**src/rtl/register_file_pn_pkg.sv**
```systemverilog
// Shared types and constants for the parametrised register file:
// read-engine states, fixed register indices and bus-select offsets.
package regfile_pkg;

    typedef enum logic {
        IDLE = 1'b0,
        REQ  = 1'b1
    } rd_state_e;

    localparam int PC_IDX = 0;
    localparam int AC_IDX = 1;

    // DR and IR sit directly above the array registers on the B-bus select
    function automatic int sel_dr(input int nreg);
        return nreg;
    endfunction

    function automatic int sel_ir(input int nreg);
        return nreg + 1;
    endfunction

endpackage

```
**src/rtl/register_file_pn_if.sv**
```systemverilog
// Memory read handshake between the register file (master) and data RAM (slave).
interface register_file_pn_if #(
    parameter int WIDTH = 16
) ();
    logic             mem_req;
    logic [WIDTH-1:0] mem_addr;
    logic [WIDTH-1:0] mem_rdata;
    logic             mem_ack;

    modport master (
        output mem_req,
        output mem_addr,
        input  mem_rdata,
        input  mem_ack
    );

    modport slave (
        input  mem_req,
        input  mem_addr,
        output mem_rdata,
        output mem_ack
    );
endinterface

```
**src/rtl/register_file_pn_reg_inc_dec.sv**
```systemverilog
// One datapath register with synchronous reset, parallel load and
// increment/decrement; load beats inc/dec, and inc with dec together holds.
module reg_inc_dec #(
    parameter int WIDTH = 16
) (
    input  logic             clk,
    input  logic             rst,
    input  logic             ld,
    input  logic [WIDTH-1:0] d,
    input  logic             inc,
    input  logic             dec,
    output logic [WIDTH-1:0] q
);

    logic [WIDTH-1:0] q_q;
    logic [WIDTH-1:0] q_d;

    always_comb begin
        q_d = q_q;
        if (ld) begin
            q_d = d;
        end else if (inc ^ dec) begin
            q_d = inc ? q_q + WIDTH'(1) : q_q - WIDTH'(1);
        end
    end

    always_ff @(posedge clk) begin
        if (rst) begin
            q_q <= '0;
        end else begin
            q_q <= q_d;
        end
    end

    assign q = q_q;

endmodule

```
**src/rtl/register_file_pn.sv**
```systemverilog
// Processor register file: NREG inc/dec registers plus DR, AR and IR,
// a B-bus select mux and a request/acknowledge engine that fills DR from RAM.
module register_file_pn
    import regfile_pkg::*;
#(
    parameter int WIDTH = 16,
    parameter int NREG  = 8,
    parameter int OPC_W = 6,
    parameter int SEL_W = 4
) (
    input  logic               clk,
    input  logic               rst,
    input  logic [WIDTH-1:0]   c_bus,
    input  logic [NREG+1:0]    c_we,
    input  logic [NREG-1:0]    inc,
    input  logic [NREG-1:0]    dec,
    input  logic [SEL_W-1:0]   sel,
    output logic [WIDTH-1:0]   bus_out,
    output logic               ac_zero,
    input  logic               ld_ir,
    output logic [OPC_W-1:0]   opcode,
    input  logic               rd_start,
    register_file_pn_if.master mem,
    output logic               rd_busy,
    output logic               rd_done
);

    logic [WIDTH-1:0] reg_val [NREG];

    rd_state_e        state_q,    state_d;
    logic [WIDTH-1:0] mem_addr_q, mem_addr_d;
    logic             rd_done_q,  rd_done_d;
    logic [WIDTH-1:0] dr_q,       dr_d;
    logic [WIDTH-1:0] ar_q,       ar_d;
    logic [WIDTH-1:0] ir_q,       ir_d;

    for (genvar i = 0; i < NREG; i++) begin : g_regs
        reg_inc_dec #(
            .WIDTH (WIDTH)
        ) u_reg (
            .clk (clk),
            .rst (rst),
            .ld  (c_we[i]),
            .d   (c_bus),
            .inc (inc[i]),
            .dec (dec[i]),
            .q   (reg_val[i])
        );
    end

    // Memory capture into DR overrides a same-cycle write from the C-bus
    always_comb begin
        state_d    = state_q;
        mem_addr_d = mem_addr_q;
        rd_done_d  = 1'b0;
        dr_d       = dr_q;
        ar_d       = ar_q;
        ir_d       = ir_q;

        if (c_we[NREG]) begin
            dr_d = c_bus;
        end
        if (c_we[NREG+1]) begin
            ar_d = c_bus;
        end
        if (ld_ir) begin
            ir_d = dr_q;
        end

        case (state_q)
            IDLE: begin
                if (rd_start) begin
                    mem_addr_d = ar_q;
                    state_d    = REQ;
                end
            end
            REQ: begin
                if (mem.mem_ack) begin
                    dr_d      = mem.mem_rdata;
                    rd_done_d = 1'b1;
                    state_d   = IDLE;
                end
            end
            default: state_d = IDLE;
        endcase
    end

    always_ff @(posedge clk) begin
        if (rst) begin
            state_q    <= IDLE;
            mem_addr_q <= '0;
            rd_done_q  <= 1'b0;
            dr_q       <= '0;
            ar_q       <= '0;
            ir_q       <= '0;
        end else begin
            state_q    <= state_d;
            mem_addr_q <= mem_addr_d;
            rd_done_q  <= rd_done_d;
            dr_q       <= dr_d;
            ar_q       <= ar_d;
            ir_q       <= ir_d;
        end
    end

    // Unused select codes fall through to zero
    always_comb begin
        bus_out = '0;
        for (int i = 0; i < NREG; i++) begin
            if (sel == SEL_W'(i)) begin
                bus_out = reg_val[i];
            end
        end
        if (sel == SEL_W'(sel_dr(NREG))) begin
            bus_out = dr_q;
        end
        if (sel == SEL_W'(sel_ir(NREG))) begin
            bus_out = ir_q;
        end
    end

    assign ac_zero      = (reg_val[AC_IDX] == '0);
    assign opcode       = ir_q[OPC_W-1:0];
    assign mem.mem_req  = (state_q == REQ);
    assign mem.mem_addr = mem_addr_q;
    assign rd_busy      = (state_q == REQ);
    assign rd_done      = rd_done_q;

endmodule
```
**src/flat_wrapper.sv**
```systemverilog
// flat-port wrapper written by rule: the top's interface ports become plain ports
module register_file_pn_flat import regfile_pkg::*;
#(
    parameter int WIDTH = 16,
    parameter int NREG  = 8,
    parameter int OPC_W = 6,
    parameter int SEL_W = 4
)
  (clk, rst, c_bus, c_we, inc, dec, sel, bus_out, ac_zero, ld_ir, opcode, rd_start, rd_busy, rd_done, mem_mem_req, mem_mem_addr, mem_mem_rdata, mem_mem_ack);
  register_file_pn_if #(.WIDTH(WIDTH)) mem_i ();
  input  logic clk;
  input  logic rst;
  input  logic [WIDTH-1:0] c_bus;
  input  logic [NREG+1:0] c_we;
  input  logic [NREG-1:0] inc;
  input  logic [NREG-1:0] dec;
  input  logic [SEL_W-1:0] sel;
  output logic [WIDTH-1:0] bus_out;
  output logic ac_zero;
  input  logic ld_ir;
  output logic [OPC_W-1:0] opcode;
  input  logic rd_start;
  output logic rd_busy;
  output logic rd_done;
  output wire logic [$bits(mem_i.mem_req)-1:0] mem_mem_req;
  output wire logic [$bits(mem_i.mem_addr)-1:0] mem_mem_addr;
  input wire logic [$bits(mem_i.mem_rdata)-1:0] mem_mem_rdata;
  input wire logic [$bits(mem_i.mem_ack)-1:0] mem_mem_ack;
  assign mem_mem_req = mem_i.mem_req;
  assign mem_mem_addr = mem_i.mem_addr;
  assign mem_i.mem_rdata = mem_mem_rdata;
  assign mem_i.mem_ack = mem_mem_ack;
  register_file_pn #(.WIDTH(WIDTH), .NREG(NREG), .OPC_W(OPC_W), .SEL_W(SEL_W)) u_core (.clk(clk), .rst(rst), .c_bus(c_bus), .c_we(c_we), .inc(inc), .dec(dec), .sel(sel), .bus_out(bus_out), .ac_zero(ac_zero), .ld_ir(ld_ir), .opcode(opcode), .rd_start(rd_start), .mem(mem_i), .rd_busy(rd_busy), .rd_done(rd_done));
endmodule
```
**config.mk**
```make
export PLATFORM = sky130hd
export DESIGN_NAME = register_file_pn_flat
export DESIGN_NICKNAME = d
export VERILOG_FILES = /design/src/rtl/register_file_pn_pkg.sv /design/src/rtl/register_file_pn_if.sv /design/src/rtl/register_file_pn_reg_inc_dec.sv /design/src/rtl/register_file_pn.sv /design/src/flat_wrapper.sv
export SDC_FILE = /design/constraint.sdc
export NUM_CORES = 1
export LEC_CHECK = 0
export CORE_UTILIZATION = 40
export CTS_BUF_LIST = sky130_fd_sc_hd__clkbuf_8
export DETAILED_ROUTE_END_ITERATION = 10
export GPL_TIMING_DRIVEN = 0
export PLACE_DENSITY = 0.59
export REMOVE_ABC_BUFFERS = 1
export SLEW_MARGIN = 20
export SYNTH_ARGS = -nofsm -noshare
export SYNTH_HDL_FRONTEND = slang
export SYNTH_SLANG_ARGS = --single-unit
```
**constraint.sdc**
```tcl
create_clock -name clk -period 8.2 [get_ports clk]
set_input_delay 2.05 -clock clk [delete_from_list [all_inputs] [get_ports clk]]
set_output_delay 2.05 -clock clk [all_outputs]
set_load 0.03 [all_outputs]
```
==> results.md, run 1 <==
- Die Y: 191.3 um
- Total die area: ~0.037 mm2
- Largest net degree at the start of global routing: 119
- CP startpoint kind: primary input
- Vias in the first global route: 12620
- CP delay by family, top: simple AND/OR/NAND/NOR gates
- Slew Viols, Final: 0
- Most common cell after layout, fill and taps aside: nor2_1
- CP endpoint kind: output pin
- Fillers: between 3000 and 4000
- Final setup viols: 0
- Clock Tree Buf Depth: 2
- Hold Fails Final Rpt: 0
- CTS tree: done
- Pleak: 6.602 nW
- Final worst path period share: 0.9615
- Sequential fraction of the synthesis area: 0.2708
- Max_cap viols: 0
- Synthesis Warnings: 0
- Gr usage total: 0.2609
- Root Buffer Master: clkbuf_8
- Initial antenna violation count: 0
- Syn Inst Count: 1831
- Hold Crit Class: reg -> reg
- Number of hold buffers added after CTS: 0
- Ant. Diodes: 0
- Hold Startpoint: u_core.ar_q[0]
- Crit path from: sel[3]
- Placement Setup Slack: 149.3 ps
- Worst-margin pin slew: 1104 ps
- Vias: 13790
- Yosys cell types: 69
- Final WS setup: 315.6 ps
- Row count: ~70
- Final nets: 2040
- GPL Wtd Cong: between 0.9 and 1
- Clock skew: 22.53 ps
- Hold Slack: 438.4 ps
- Post CTS Setup Buffer Count: 0
- Crit path arrival time: ~6000 ps
- Clock period minus worst slack: 7884 ps
- Share of layout cells above drive strength 1: 0.04770
- Core area: 0.03488 mm2
- Post-DP Area: 0.01567 mm2
- Crit path depth: 9
- Flop2flop setup slack: 5280 ps
- Starting density of the core: 0.4111
- Clk sink count: 194
- Drc violations: 0
- Post-synth EDFFs: 0
- Post_cts resized: 0
- Worst skew pair latency: 520 ps
- Total Wirelength: 47780 um
- 1st-pass router iterations: 7
- Avg Inst Size Synth: approximately 8 um2
- Critical-path cell list: clkdlybuf4s50_1, nor2_1, nand2_1, nor2_1, a222oi_1, a21oi_1, a21oi_1, nand2_1, clkdlybuf4s50_1
- I/O Buffers: 108
- Worst R2R Start: u_core.g_regs[2].u_reg.q[3]
- Worst-path fanout max: 14
- Mapped Area: 0.01434 mm2
- Congestion Overflow GR: 0
- Most frequent cells in the layout: nor2_1 (238), a21oi_1 (220), dfxtp_1 (194), nand2_1 (167), ha_1 (112)
- Dpl hpwl: 33390 um
- Crit path max-delay cell type: nor2_1
- Inserted Clock Buffers: 17
- Critical path buffers and inverters: 2
- Max_slew headroom: 0.2587
- Worst reg2reg endpoint: u_core.g_regs[2].u_reg.q[15]
- Pwr dens: about 180 mW/mm2
- Max incr delay on CP: ~700 ps
- Status: completed
- R2R depth: 10
- RSZ-0062 raised after global routing: false
- PnR Total Power: 0.002846 W
- DRT antenna net count: 0
- Critical Path End: bus_out[2]
- IO Pins: 109
- Chip width: approximately 190 um
- Peak VDD IR: roughly 110 uV
- Reg clk slew, reported paths: 130 ps
- Async set or reset register ratio after synthesis: 0
- P&R area growth vs syn: 12.29%
- WS Path Type: in -> out
- Worst Path Required: 6150 ps
- Most used DFF post-synth: dfxtp_1
- Vias per Instance: 5.939
- Initial DRC Count: 1144
- WL/cell: 20.59 um
- H-tree levels: 4
- First-pass GRT wire length: 73170 um
- F_max: 0.1268 GHz
- Yosys reg bits: between 150 and 200
- Fin area: around 0.016 mm2
[worst reg2reg max path: stages, from the launching register on]
cell and delay (ps):
dfxtp_1 480, ha_1 340, a21oi_1 150, nor2b_1 70, a311oi_2 410, a211oi_2 190
o31ai_4 250, mux2i_1 330, nand3b_1 140, o211ai_1 100, or3b_1 360
[routing by layer]
layer	vias up	part of all wire	GRT usage
li1	6774	-	-
met1	6569	0.47	0.3615
met2	380	0.45	0.4098
met3	62	0.053	0.03470
met4	0	0.031	0.09646
met5	-	0	0
[sequential cells by signal (all words and copies together) (netlist names)]
register,count
u_core.ar_q,16
u_core.dr_q,16
u_core.g_regs.u_reg.q,128
u_core.ir_q,16
u_core.mem.mem_addr,16
u_core.mem.mem_req,1
u_core.rd_done,1
[metrics by stage]
stage / utilization / instances / setup TNS [ps]
5_1_grt: 0.4616 / 2321 / 0
3_5_place_dp: 0.4492 / 2289 / 0
2_1_floorplan: - / 1724 / 0
6_report: 0.4616 / 2321 / 0
4_1_cts: 0.4625 / 2321 / 0
3_3_place_gp: 0.4461 / 2287 / -100930
[area by class of cell]
cell class / instances / area (um2) / area share
clock buffer: 17 / 234.0 / 0.01453
clock inverter: 15 / 229.0 / 0.01422
inverter: 41 / 153.9 / 0.009558
multi-input combinational: 1489 / 9953 / 0.6182
sequential: 194 / 3884 / 0.2412
tap: 455 / 569.3 / 0.03536
timing repair buffer: 110 / 1079 / 0.06698
[cell usage after synthesis (all sizes together) (20+ instances only)]
| cell type | n | share of area |
|---|---|---|
| nor2 | 239 | 0.063 |
| a21oi | 221 | 0.077 |
| dfxtp | 194 | 0.27 |
| nand2 | 167 | 0.044 |
| ha | 112 | 0.098 |
| o21ai | 96 | 0.034 |
| clkbuf | 88 | 0.023 |
| mux2i | 83 | 0.058 |
| xnor2 | 65 | 0.040 |
| a211oi | 64 | 0.034 |
| inv | 41 | 0.011 |
| xor2 | 37 | 0.023 |
| a221oi | 36 | 0.022 |
| a21o | 31 | 0.016 |
| nand3 | 22 | 0.0077 |
| nor3 | 20 | 0.0070 |
| o21bai | 20 | 0.010 |
[logic make-up (layout without fill, tap and decap cells)]
| logic type | Yosys count | after routing | synth area share |
|---|---|---|---|
| XOR/XNOR | 102 | 102 | 0.06230 |
| adder cells (fa/ha/maj) | 120 | 120 | 0.1089 |
| multiplexers | 94 | 94 | 0.06657 |
| AO/OA/AOI/OAI | 619 | 619 | 0.2804 |
| buffers and inverters | 148 | 183 | 0.04066 |
| AND/OR/NAND/NOR | 554 | 554 | 0.1703 |
| flip-flops | 194 | 194 | 0.2708 |
[power breakdown]
group | switching (W) | internal, W
clock | 0.000444 | 0.000299
combinational | 0.000573 | 0.000417
sequential | 0.0000905 | 0.00102
total | 0.00111 | 0.00174
[worst min path at each step]
stage / to / cells past startpoint
floorplan: u_core.mem.mem_addr[0] / 2
global route: u_core.mem.mem_addr[0] / 2
global placement: u_core.mem.mem_addr[2] / 2
detailed placement: u_core.mem.mem_addr[1] / 2
finish: u_core.mem.mem_addr[0] / 2
CTS: u_core.mem.mem_addr[0] / 2
(Power assumes the default switching activity.)
==> run 2: changes to the inputs <==
--- a/config.mk
+++ b/config.mk
@@ -7,9 +7,11 @@
 export LEC_CHECK = 0
 export CORE_UTILIZATION = 40
 export CTS_BUF_LIST = sky130_fd_sc_hd__clkbuf_8
+export CTS_CLUSTER_SIZE = 20
 export DETAILED_ROUTE_END_ITERATION = 10
 export GPL_TIMING_DRIVEN = 0
 export PLACE_DENSITY = 0.59
+export RECOVER_POWER = 25
 export REMOVE_ABC_BUFFERS = 1
 export SLEW_MARGIN = 20
 export SYNTH_ARGS = -nofsm -noshare
==> results.md, run 2 (same netlist as run 1, synthesis figures left out) <==
- Status: finished, violations left
- Failing checks: max-capacitance violations, max-slew violations
- Total die area: 0.03661 mm2
- Ant. Diodes: 0
- Non-filler cells, final: roughly 2300
- Critical-path cell list: clkdlybuf4s50_1, nor2_1, nand2_1, nor2_1, a222oi_1, a21oi_1, a21oi_1, nand2_1, clkdlybuf4s50_1
- WHS Endpoint: u_core.mem.mem_addr[0]
- P_int: between 0.0015 and 0.002 W
- Starting density of the core: 0.4111
- Total Wirelength: 47790 um
- Slew Viols, Final: 79
- Vias per Instance: 5.952
- Crit path max-delay cell type: nor2_1
- Flop2flop setup slack: 5300 ps
- Worst reg2reg endpoint: u_core.g_regs[2].u_reg.q[15]
- Critical path buffers and inverters: 2
- Die Y: around 190 um
- Worst R2R Start: u_core.g_regs[2].u_reg.q[3]
- Worst skew pair latency: roughly 520 ps
- Inserted Clock Buffers: 17
- Switching Share: 0.3895
- Vias in the first global route: 12620
- Final nets: 2040
- Share of layout cells above drive strength 1: 0.04287
- Hold Crit Class: reg -> reg
- Clock Tree Buf Depth: 2
- Final setup viols: 0
- CP endpoint kind: output pin
- Congestion Overflow GR: 0
- P&R area growth vs syn: 11.90%
- Drc violations: 0
- Post_cts resized: 0
- Crit path arrival time: 5840 ps
- Reg power frac: 0.391
- Max_slew headroom: -1.674
- Clk sink count: 194
- Worst Path Required: 6150 ps
- R2R depth: 10
- First-pass GRT wire length: between 70000 and 80000 um
- CP startpoint kind: primary input
- Initial antenna violation count: 0
- Pwr dens: approximately 180 mW/mm2
- 1st-pass router iterations: 6
- Largest register FFs: approximately 130
- Max_cap viols: 1
- GPL Wtd Cong: 0.9674
- Vias: roughly 14000
- RSZ-0062 raised after global routing: false
- Core area: 0.03488 mm2
- Gr usage total: 0.2609
- Hold Fails Final Rpt: 0
- Hold Startpoint: u_core.ar_q[0]
- Clock period minus worst slack: 7889 ps
- Largest net degree at the start of global routing: about 120
- Number of hold buffers added after CTS: 0
- IO Pins: 109
- Chip width: 191.3 um
- Most frequent cells in the layout: nor2_1 (239), a21oi_1 (220), dfxtp_1 (194), nand2_1 (167), ha_1 (112)
- Final worst path period share: 0.9621
- Row count: roughly 70
- Cells after DPL: 2289
- DRT antenna net count: 0
- F_max: 0.1268 GHz
- Worst-path fanout max: 14
- Fillers: 3542
- Max incr delay on CP: 720 ps
- Worst Hold Depth: 2
- Most common cell after layout, fill and taps aside: nor2_1
- I/O Buffers: 108
- Pleak: 6.581 nW
- Worst-margin pin slew: 4011 ps
- Peak VDD IR: 105.6 uV
- Clock group share of total power: 0.262
- PnR Total Power: 0.002849 W
- H-tree levels: 4
- Reg clk slew, reported paths: between 100 and 150 ps
- Clock skew: 23.14 ps
- Post CTS Setup Buffer Count: 0
- Initial DRC Count: 1114
- Dpl hpwl: 33390 um
- Gate power share: 0.347
- Root Buffer Master: clkbuf_8
- Psw: approximately 0.0011 W
- WS Path Type: in -> out
- WL/cell: about 21 um
- CP delay by family, top: simple AND/OR/NAND/NOR gates
- CTS tree: done
- Hold Slack: 434.2 ps
-- run 2: cell types whose count changed in the layout (fill, tap and decap cells not counted) --
cell             before  now
xnor2_2               5    4
buf_2                10    9
clkdlybuf4s50_1      97   95
clkbuf_1              0    2
nor2b_2               2    1
nor2b_1              16   17
nor2_2                1    0
xnor2_1              60   61
nor2_1              238  239
buf_8                 2    1
xor2_1               32   36
dlygate4sd3_1         0    2
xor2_2                5    1
-- run 2: routing by layer --
metal,routed length [um],track usage
met2,21350,0.4098
met3,2650,0.03470
met1,22260,0.3615
met4,1532,0.09646
met5,0,0
-- run 2: final cells by class --
type | count | area [um2] | area share
timing repair buffer | 110 | 1066 | 0.06643
sequential | 194 | 3884 | 0.2420
inverter | 41 | 153.9 | 0.009591
clock buffer | 17 | 234.0 | 0.01458
tap | 455 | 569.3 | 0.03548
multi-input combinational | 1489 | 9911 | 0.6176
clock inverter | 15 | 229.0 | 0.01427
-- run 2: worst max path at each step --
| stage | start | depth (start not counted) | slack, ps | endpoint |
|---|---|---|---|---|
| 3_3_place_gp | rst | 4 | -3130 | u_core.dr_q[12] |
| 4_1_cts | sel[1] | 8 | 110 | bus_out[2] |
| 2_1_floorplan | sel[0] | 6 | 2370 | bus_out[0] |
| 3_5_place_dp | sel[1] | 8 | 150 | bus_out[2] |
| 6_report | sel[3] | 9 | 310 | bus_out[2] |
| 5_1_grt | sel[3] | 9 | 150 | bus_out[4] |
-- run 2: metrics by stage --
stage	util	setup TNS, ps	instance area (um2)	worst slack (ps)
2_1_floorplan	-	0	13910	2372
3_3_place_gp	0.4461	-100930	15560	-3131
3_5_place_dp	0.4492	0	15670	149.3
4_1_cts	0.4625	0	16130	106.8
5_1_grt	0.4600	0	16050	149.7
6_report	0.4600	0	16050	310.6
-- run 2: power groups by stage --
| stage | Clock, W | Combinational (W) | Sequential, W |
|---|---|---|---|
| global placement | 0 | 0.000966 | 0.00113 |
| CTS | 0.000759 | 0.000985 | 0.00111 |
| detailed placement | 0 | 0.000976 | 0.00113 |
| floorplan | 0 | 0.000686 | 0.00110 |
| global route | 0.000796 | 0.00110 | 0.00112 |
| finish | 0.000746 | 0.000989 | 0.00111 |
-- run 2: worst min-delay path: stages, from the launching register on --
cell and delay [ps]:
dfxtp_1 330, nand2_1 50, a21oi_1 50
==> run 3: changes to the inputs <==
--- a/config.mk
+++ b/config.mk
@@ -5,6 +5,7 @@
 export SDC_FILE = /design/constraint.sdc
 export NUM_CORES = 1
 export LEC_CHECK = 0
+export CORE_MARGIN = 2
 export CORE_UTILIZATION = 40
 export CTS_BUF_LIST = sky130_fd_sc_hd__clkbuf_8
 export CTS_CLUSTER_SIZE = 20
==> results.md, run 3 (same netlist as run 1, synthesis figures left out) <==
- Hold Crit Class: reg -> reg
- F_max: around 0.13 GHz
- Setup_tns: 0 ps
- P&R area growth vs syn: 11.88%
- Pleak: 6.574 nW
- Psw: ~0.0011 W
- Chip width: around 190 um
- IO Pins: around 110
- Reg power frac: 0.395
- Final worst path period share: 0.9601
- GPL Wtd Cong: 0.9348
- Worst Path Required: 6150 ps
- WHS Endpoint: u_core.mem.mem_addr[8]
- Status: finished, violations left
- 1st-pass router iterations: 8
- DRT antenna net count: 0
- Critical-path cell list: clkdlybuf4s50_1, nor2_1, nand2_1, nor2_1, a222oi_1, a21oi_1, a21oi_1, nand2_1, clkdlybuf4s50_1
- CTS tree: done
- Reg clk slew, reported paths: 120 ps
- H-tree levels: 4
- Crit path arrival time: 5820 ps
- Worst skew pair latency: ~520 ps
- Worst R2R Start: u_core.g_regs[2].u_reg.q[3]
- Core area: 0.03540 mm2
- Pwr dens: around 180 mW/mm2
- P_int: 0.001732 W
- Vias per Instance: 5.845
- Die Y: 193.3 um
- CP startpoint kind: primary input
- Share of layout cells above drive strength 1: 0.04341
- Clock group share of total power: 0.254
- Largest register FFs: 128
- Worst reg2reg endpoint: u_core.g_regs[2].u_reg.q[15]
- Switching Share: 0.3852
- Clock skew: 25.40 ps
- Congestion Overflow GR: 0
- Number of hold buffers added after CTS: 0
- Starting density of the core: 0.4051
- Vias in the first global route: approximately 13000
- Clk sink count: 194
- Row count: 69
- Initial antenna violation count: 2
- Crit path max-delay cell type: nor2_1
- Final nets: 2040
- Cells after DPL: 2295
- Final setup viols: 0
- First-pass GRT wire length: 72430 um
- Failing checks: max-capacitance violations, max-slew violations
- WL/cell: approximately 20 um
- Root Buffer Master: clkbuf_8
- Final WS setup: 327.2 ps
- PnR Total Power: 0.002817 W
- Worst-margin pin slew: 3828 ps
- Max_cap viols: 1
- CP endpoint kind: output pin
- Drc violations: 0
- Hold Fails Final Rpt: 0
- Non-filler cells, final: 2328
- Post CTS Setup Buffer Count: 0
- Slew Viols, Final: 78
- Inserted Clock Buffers: 17
- Clock period minus worst slack: roughly 7900 ps
- Worst Hold Depth: 2
- Placement Setup Slack: 219.2 ps
- Flop2flop setup slack: 5290 ps
- RSZ-0062 raised after global routing: false
- Largest net degree at the start of global routing: 120
- Gate power share: 0.350
- Initial DRC Count: 1179
- Total die area: 0.03738 mm2
- R2R depth: 9
- I/O Buffers: 108
- Total Wirelength: roughly 47000 um
- Dpl hpwl: between 30000 and 40000 um
- Vias: approximately 14000
- Peak VDD IR: 148.0 uV
- WS Path Type: in -> out
- Clock Tree Buf Depth: 2
- Most frequent cells in the layout: nor2_1 (239), a21oi_1 (220), dfxtp_1 (194), nand2_1 (167), ha_1 (112)
- Post_cts resized: 0
- Hold Startpoint: u_core.ar_q[8]
- Worst-path fanout max: 14
- Max_slew headroom: -1.552
- Max incr delay on CP: 700 ps
- Hold Slack: 457.6 ps
- Most common cell after layout, fill and taps aside: nor2_1
- Gr usage total: 0.2476
[run 3: cell type report]
cell class / count / area (um2)
multi-input cells: 1489 / 9918
fillers: 3584 / 19350
clock inverters: 15 / 211.5
clock buffers: 17 / 234.0
flip-flops and latches: 194 / 3884
diodes: 1 / 2.502
repair buffers: 110 / 1062
inverters: 41 / 153.9
well taps: 461 / 576.8
[run 3: worst max-delay path by stage]
stage | from | to | cells after the start
after global routing | sel[3] | bus_out[2] | 9
after detailed placement | sel[1] | bus_out[15] | 8
after global placement | rst | u_core.dr_q[0] | 4
after floorplan | sel[0] | bus_out[0] | 6
final | sel[3] | bus_out[2] | 9
after CTS | sel[1] | bus_out[15] | 8
[run 3: per-stage QoR]
step	cell area, um2	util
final	16040	0.4532
after global routing	16040	0.4532
after CTS	16120	0.4554
after detailed placement	15680	0.4428
after global placement	15570	0.4398
after floorplan	13910	-
[run 3: per-layer routing]
layer | part of all wire | global-route usage | wire length (um) | vias up
met1 | 0.45 | 0.3328 | 21420 | 6373
met5 | 0 | 0 | 0 | -
met2 | 0.45 | 0.3915 | 21470 | 404
li1 | - | - | - | 6755
met4 | 0.037 | 0.1001 | 1739 | 0
met3 | 0.059 | 0.04585 | 2792 | 76
[run 3: worst max-delay path: cells and delay by family]
family                 cells  cell delay [ps]
buffers and inverters      2             1360
AO/OA/AOI/OAI              3              760
AND/OR/NAND/NOR            4             1640
[run 3: power by group through the flow]
stage / clock network (W) / registers, W / logic [W]
finish: 0.000717 / 0.00111 / 0.000986
global route: 0.000771 / 0.00112 / 0.00110
CTS: 0.000736 / 0.00111 / 0.000982
detailed placement: 0 / 0.00113 / 0.000974
global placement: 0 / 0.00113 / 0.000964
floorplan: 0 / 0.00110 / 0.000686
